File: src/rtl/count_pkg.sv
// Shared types for the count_unit slice: wrap-mode encoding.
package count_pkg;

  typedef enum logic [1:0] {
    WRAP    = 2'd0,
    MOD     = 2'd1,
    SAT     = 2'd2,
    ONESHOT = 2'd3
  } mode_e;

endpackage

File: src/rtl/count_unit_if.sv
// Control/status bundle of count_unit; master drives controls, slave is the counter.
interface count_unit_if
  import count_pkg::*;
#(
  parameter int WIDTH   = 8,
  parameter int PRESC_W = 4
);

  logic               en;
  logic               dir;
  mode_e              mode;
  logic [WIDTH-1:0]   modulus;
  logic [PRESC_W-1:0] presc_div;
  logic               ld;
  logic [WIDTH-1:0]   ld_val;
  logic [WIDTH-1:0]   count;
  logic               tc;
  logic               zero;
  logic               running;

  modport master (
    output en, dir, mode, modulus, presc_div, ld, ld_val,
    input  count, tc, zero, running
  );

  modport slave (
    input  en, dir, mode, modulus, presc_div, ld, ld_val,
    output count, tc, zero, running
  );

endinterface

File: src/rtl/count_prescaler.sv
// Prescaler: emits one tick per div+1 enabled cycles; clr restarts the phase.
module count_prescaler #(
  parameter int PRESC_W = 4
) (
  input  logic               clk,
  input  logic               rst,
  input  logic               en,
  input  logic               clr,
  input  logic [PRESC_W-1:0] div,
  output logic               tick
);

  logic [PRESC_W-1:0] pcnt_q;
  logic [PRESC_W-1:0] pcnt_d;

  // >= rather than == so a mid-run shrink of div ticks at once instead of overflowing
  assign tick = en & (pcnt_q >= div);

  // Next phase: clear on load or tick, advance on enable, else hold
  always_comb begin
    pcnt_d = pcnt_q;
    if (clr) begin
      pcnt_d = {PRESC_W{1'b0}};
    end else if (tick) begin
      pcnt_d = {PRESC_W{1'b0}};
    end else if (en) begin
      pcnt_d = pcnt_q + {{(PRESC_W-1){1'b0}}, 1'b1};
    end else begin
      pcnt_d = pcnt_q;
    end
  end

  // Phase register
  always_ff @(posedge clk) begin
    if (rst) begin
      pcnt_q <= {PRESC_W{1'b0}};
    end else begin
      pcnt_q <= pcnt_d;
    end
  end

endmodule

File: src/rtl/count_unit.sv
// Up/down counter with load, prescaler and WRAP/MOD/SAT/ONESHOT terminal handling.
module count_unit
  import count_pkg::*;
#(
  parameter int WIDTH   = 8,
  parameter int PRESC_W = 4
) (
  input  logic         clk,
  input  logic         rst,
  count_unit_if.slave  bus
);

  localparam logic [WIDTH-1:0] ONE   = {{(WIDTH-1){1'b0}}, 1'b1};
  localparam logic [WIDTH-1:0] ZERO  = {WIDTH{1'b0}};
  localparam logic [WIDTH-1:0] ONES  = {WIDTH{1'b1}};

  logic [WIDTH-1:0] count_q, count_d;
  logic             tc_q, tc_d;
  logic             running_q, running_d;
  logic             tick_s;
  logic             mod_active_s;
  logic [WIDTH-1:0] limit_s;
  logic             terminal_s;
  logic [WIDTH-1:0] load_s;

  // A finished one-shot freezes the prescaler as well as the count
  count_prescaler #(.PRESC_W(PRESC_W)) u_presc (
    .clk  (clk),
    .rst  (rst),
    .en   (bus.en & running_q),
    .clr  (bus.ld),
    .div  (bus.presc_div),
    .tick (tick_s)
  );

  assign mod_active_s = (bus.mode == MOD) && (bus.modulus != ZERO);
  assign limit_s      = mod_active_s ? (bus.modulus - ONE) : ONES;
  // Up uses >= so an out-of-range count (after a modulus change) wraps next step
  assign terminal_s   = bus.dir ? (count_q >= limit_s) : (count_q == ZERO);
  assign load_s       = (mod_active_s && (bus.ld_val >= bus.modulus)) ? limit_s : bus.ld_val;

  // Next-state for count, terminal pulse and running flag
  always_comb begin
    count_d   = count_q;
    tc_d      = 1'b0;
    running_d = running_q;
    if (bus.ld) begin
      count_d   = load_s;
      running_d = 1'b1;
    end else if (tick_s) begin
      if (!terminal_s) begin
        count_d = bus.dir ? (count_q + ONE) : (count_q - ONE);
      end else begin
        tc_d = 1'b1;
        case (bus.mode)
          WRAP, MOD: count_d   = bus.dir ? ZERO : limit_s;
          SAT:       count_d   = count_q;
          ONESHOT:   running_d = 1'b0;
          default:   count_d   = count_q;
        endcase
      end
    end else begin
      count_d = count_q;
    end
  end

  // State registers
  always_ff @(posedge clk) begin
    if (rst) begin
      count_q   <= ZERO;
      tc_q      <= 1'b0;
      running_q <= 1'b1;
    end else begin
      count_q   <= count_d;
      tc_q      <= tc_d;
      running_q <= running_d;
    end
  end

  assign bus.count   = count_q;
  assign bus.tc      = tc_q;
  assign bus.running = running_q;
  assign bus.zero    = (count_q == ZERO);

endmodule

File: src/flat_wrapper.sv
// flat-port wrapper written by rule: the top's interface ports become plain ports
module count_unit_flat import count_pkg::*;
#(
  parameter int WIDTH   = 8,
  parameter int PRESC_W = 4
)
  (clk, rst, bus_en, bus_dir, bus_mode, bus_modulus, bus_presc_div, bus_ld, bus_ld_val, bus_count, bus_tc, bus_zero, bus_running);
  count_unit_if #(.WIDTH(WIDTH), .PRESC_W(PRESC_W)) bus_i ();
  input  logic clk;
  input  logic rst;
  input wire logic [$bits(bus_i.en)-1:0] bus_en;
  input wire logic [$bits(bus_i.dir)-1:0] bus_dir;
  input wire logic [$bits(bus_i.mode)-1:0] bus_mode;
  input wire logic [$bits(bus_i.modulus)-1:0] bus_modulus;
  input wire logic [$bits(bus_i.presc_div)-1:0] bus_presc_div;
  input wire logic [$bits(bus_i.ld)-1:0] bus_ld;
  input wire logic [$bits(bus_i.ld_val)-1:0] bus_ld_val;
  output wire logic [$bits(bus_i.count)-1:0] bus_count;
  output wire logic [$bits(bus_i.tc)-1:0] bus_tc;
  output wire logic [$bits(bus_i.zero)-1:0] bus_zero;
  output wire logic [$bits(bus_i.running)-1:0] bus_running;
  assign bus_i.en = bus_en;
  assign bus_i.dir = bus_dir;
  assign bus_i.mode = bus_mode;
  assign bus_i.modulus = bus_modulus;
  assign bus_i.presc_div = bus_presc_div;
  assign bus_i.ld = bus_ld;
  assign bus_i.ld_val = bus_ld_val;
  assign bus_count = bus_i.count;
  assign bus_tc = bus_i.tc;
  assign bus_zero = bus_i.zero;
  assign bus_running = bus_i.running;
  count_unit #(.WIDTH(WIDTH), .PRESC_W(PRESC_W)) u_core (.clk(clk), .rst(rst), .bus(bus_i));
endmodule
File: config.mk
export PLATFORM = sky130hd
export DESIGN_NAME = count_unit_flat
export DESIGN_NICKNAME = d
export VERILOG_FILES = /design/src/rtl/count_pkg.sv /design/src/rtl/count_unit_if.sv /design/src/rtl/count_prescaler.sv /design/src/rtl/count_unit.sv /design/src/flat_wrapper.sv
export SDC_FILE = /design/constraint.sdc
export NUM_CORES = 1
export LEC_CHECK = 0
export BUFFER_PORTS_ARGS = -buffer_cell sky130_fd_sc_hd__buf_2
export CAP_MARGIN = 15
export CELL_PAD_IN_SITES_DETAIL_PLACEMENT = 0
export CELL_PAD_IN_SITES_GLOBAL_PLACEMENT = 1
export CORE_AREA = 2 2 80 82
export CTS_CLUSTER_DIAMETER = 100
export DETAILED_ROUTE_END_ITERATION = 8
export DIE_AREA = 0 0 82 84
export GPL_TIMING_DRIVEN = 0
export PLACE_DENSITY = 0.65
export SYNTH_ARGS = -nofsm -noshare
export SYNTH_HDL_FRONTEND = slang
export SYNTH_SLANG_ARGS = --single-unit
File: constraint.sdc
create_clock -name clk -period 3.7 [get_ports clk]
set_input_delay 0.185 -clock clk [delete_from_list [all_inputs] [get_ports clk]]
set_output_delay 0.185 -clock clk [all_outputs]
set_load 0.03 [all_outputs]
==> run_results.csv <==
group,metric,value,unit
worst_hold_path,min-delay-path-class,"in -> reg",
grt,initial_antenna_violation_count,0,
worst_setup_path,setup.worst_path.start_class,"input pin",
yosys,yosysMostFrequentCell,"sky130_fd_sc_hd__ha_1",
sta,totalNegativeSetupSlack,0,ns
sta,finalHoldWorstSlack,0.223,ns
floorplanning,die-area,6890,µm²
run,max_capacitance_violation_count,0,
sta,grt_setup_unrepaired,"no",
route,detail_route.wl_per_cell,13.6,µm
place,gp_congestion,0.787,
yosys,synth_area_leaders,"sky130_fd_sc_hd__ha_1 (19%), sky130_fd_sc_hd__dfxtp_1 (16%), sky130_fd_sc_hd__mux2i_1 (5.7%)",
floorplanning,ios,38,
clocking,clock_latency,0.25,ns
cells_and_area,num-nets-final,322,
clocking,tritoncts_clock_tree,"built",
clocking,post-cts-setup-buffer-count,0,
cells_and_area,flow.area_growth_from_synthesis,19.1,%
sta,fin_skew,0.00344,ns
power,power_report.internal_total,0.345,mW
sta,finalSetupViolations,0,
power,powerDensity,261,nW/µm²
yosys,post_synth_mux_area_share,0.0632,
floorplanning,die_w,82,µm
worst_setup_path,timing_worst_setup_path_type,"in -> reg",
yosys,post_synth_most_frequent_cells,"sky130_fd_sc_hd__ha_1 (27), sky130_fd_sc_hd__inv_1 (23), sky130_fd_sc_hd__nand2_1 (23)",
worst_setup_path,crit_required,3.82,ns
yosys,synth.yosys.seq_area_share,0.159,
route,drtPass1Iterations,4,
route,post_drt_via_cell_ratio,4.92,
worst_setup_path,cp_top_family,"compound AO/OA/AOI/OAI gates",
yosys,cell_variety_after_synth,44,
power,static-leakage-power,1.06,nW
yosys,synthXorXnorAreaFrac,0.0646,
yosys,synth-compound-area-share,0.240,
clocking,cts_htree_levels,1,
grt,largest_net_degree_at_the_start_of_global_routing,12,
route,routed_wl,4670,µm
route,drcViolationCount,0,
grt,grt_overflow_total,0,
yosys,synth_top_cell_area_share,0.192,
floorplanning,die_height,84,µm
grt,grt_util_all_layers,0.146,
grt,grt_pass1_vias,1670,
floorplanning,initial_utilization,0.289,
cells_and_area,antenna_cells_inserted,0,
power,power.total,0.547,mW
clocking,cts-resized-gates,0,
worst_setup_path,worstSetupEndpointType,"register",
power,power.clock.fraction,0.280,
clocking,cts_buffers,3,
yosys,main_combinational_cell_family_by_area_after_synthesis,"compound AO/OA/AOI/OAI gates",
place,input_output_buffers,37,
route,final_antenna_net_count,0,
yosys,yosysWarnings,0,
yosys,ys_seq_elements,14,
sta,final.setup.worst_slack,0.426,ns
clocking,max_clock_buf_depth,2,
clocking,cts.sinks,14,
power,irDropWorstVdd,0.000135,V
worst_hold_path,holdCritStartpoint,"rst",
yosys,synth_simple_gate_area_frac,0.210,
floorplanning,core_area,6100,µm²
worst_setup_path,critical_path_buf_inv_count,4,
sta,report.final.hold_viol_count,0,
run_status,outcome,"complete, no violations",
sta,maxClockFrequency,0.305,GHz
place,place_ws,0.172,ns
sta,slew-limit-headroom,0.350,
worst_setup_path,worstSetupStartpoint,"bus_modulus[0]",
yosys,post_synthesis_area_per_instance,7.83,µm²
cells_and_area,nFillCells,697,
yosys,most_used_dff_post_synth,"sky130_fd_sc_hd__dfxtp_1",
worst_setup_path,slowest_delay,0.40,ns
power,netSwitchingPower,0.201,mW
place,hpwlAfterDp,3930,µm
sta,tightestPinTransition,0.971,ns
grt,grt_first_pass_wirelength,7970,µm
worst_setup_path,cp_slowest_cell,"sky130_fd_sc_hd__a2111oi_0",
sta,period_needed,3.27,ns
power,switch_share,0.368,
clocking,root_buffer,"sky130_fd_sc_hd__clkbuf_8",
yosys,synth_cell_area,1760,µm²
power,p_seq_frac,0.312,
yosys,post_synth_inst_count,225,
floorplanning,floorplan.rows,29,
clocking,clk_pin_slew_worst_paths,0.06,ns
clocking,holdBufCountCts,0,
power,power.share.combinational,0.408,
sta,timing.final.max_slew_violations,0,
yosys,syn_nets,280,
worst_setup_path,worstPathCellList,"buf_2 > inv_1 > ha_1 > nor3b_2 > a21boi_2 > inv_1 > nor2_1 > ha_1 > a2111oi_0 > o21ai_0 > o211a_2 > nor2_8 > o21a_4 > buf_6 > mux2i_1 > o22ai_1",
yosys,synth_enable_flop_cells,0,
route,num_vias,1686,
route,number_of_drc_markers_in_iteration_0,96,
cells_and_area,drive_above_1_share,0.188,
worst_setup_path,crit_arrival,3.40,ns
yosys,yosys.area_share.adder,0.203,
yosys,post-synth-top-area-cell,"sky130_fd_sc_hd__ha_1",
worst_setup_path,worst_r2r_startpoint,"u_core.bus.count[0]",
worst_setup_path,critPathMaxFanout,10,
sta,period_share,0.885,
yosys,synthArstFlopShare,0,
-- cell type report --
cell class | count | area, µm² | share of cell area
inverters | 23 | 86.3 | 0.0411
flip-flops and latches | 14 | 280 | 0.134
well taps | 77 | 96.3 | 0.0459
plain buffers | 3 | 18.8 | 0.00894
repair buffers | 37 | 185 | 0.0883
clock buffers | 4 | 55.1 | 0.0262
multi-input cells | 185 | 1380 | 0.656
-- routing by layer --
layer / track usage / vias to the layer above / wire length, µm
met4: 0.0394 / 0 / 74
met1: 0.204 / 751 / 2240
li1: - / 895 / -
met5: 0 / - / 0
met3: 0.0206 / 6 / 182
met2: 0.232 / 34 / 2170
-- through the flow --
step	instances	util	cell area [µm²]
6_report	343	0.344	2100
5_1_grt	343	0.344	2100
4_1_cts	343	0.344	2100
3_5_place_dp	339	0.335	2040
3_3_place_gp	339	0.335	2040
2_1_floorplan	225	-	1760
-- power by group through the flow --
stage                     Combinational [mW]  Sequential [mW]  Clock [mW]
after detailed placement               0.224            0.175           0
after global routing                   0.253            0.172       0.162
final                                  0.223            0.170       0.153
after floorplan                        0.148            0.183           0
after CTS                              0.226            0.171       0.156
after global placement                 0.222            0.175           0
-- placed cells by master (no fill, tap or decap), drive strengths merged, types with 4 or more instances in the layout --
cell type,instances
buf,40
o22ai,4
nor2,20
nand2,23
dfxtp,14
a21o,7
mux2i,10
o21ai,13
inv,23
nand2b,5
clkbuf,4
a21oi,12
nor3,6
xnor2,10
ha,27
nand3,5
-- state kept, by name, indices dropped and copies added (netlist names) --
register / cells
u_core.bus.tc: 1
u_core.u_presc.pcnt_q: 4
u_core.bus.count: 8
u_core.bus.running: 1
-- cells by family (layout without fill, tap and decap cells) --
family          after synthesis  count (layout)
compound gates               61              61
xor+xnor                     13              13
fa+ha+maj                    28              28
buf+inv                      26              67
flops                        14              14
mux                          11              11
simple gates                 72              72
-- worst paths after layout --
| path | to | slack [ns] | cells after the start |
|---|---|---|---|
| worst max-delay path | u_core.bus.count[5] | 0.43 | 16 |
| worst min-delay path | u_core.bus.running | 0.22 | 3 |
| worst max register to register | u_core.bus.count[5] | 0.93 | 11 |
| worst min register to register | u_core.u_presc.pcnt_q[1] | 0.50 | 2 |
-- worst min-delay path, stage by stage --
cell and delay, ns:
sky130_fd_sc_hd__buf_2 0.09, sky130_fd_sc_hd__nor2_1 0.10, sky130_fd_sc_hd__nand2_1 0.07
Power figures use the tool's default switching activity.
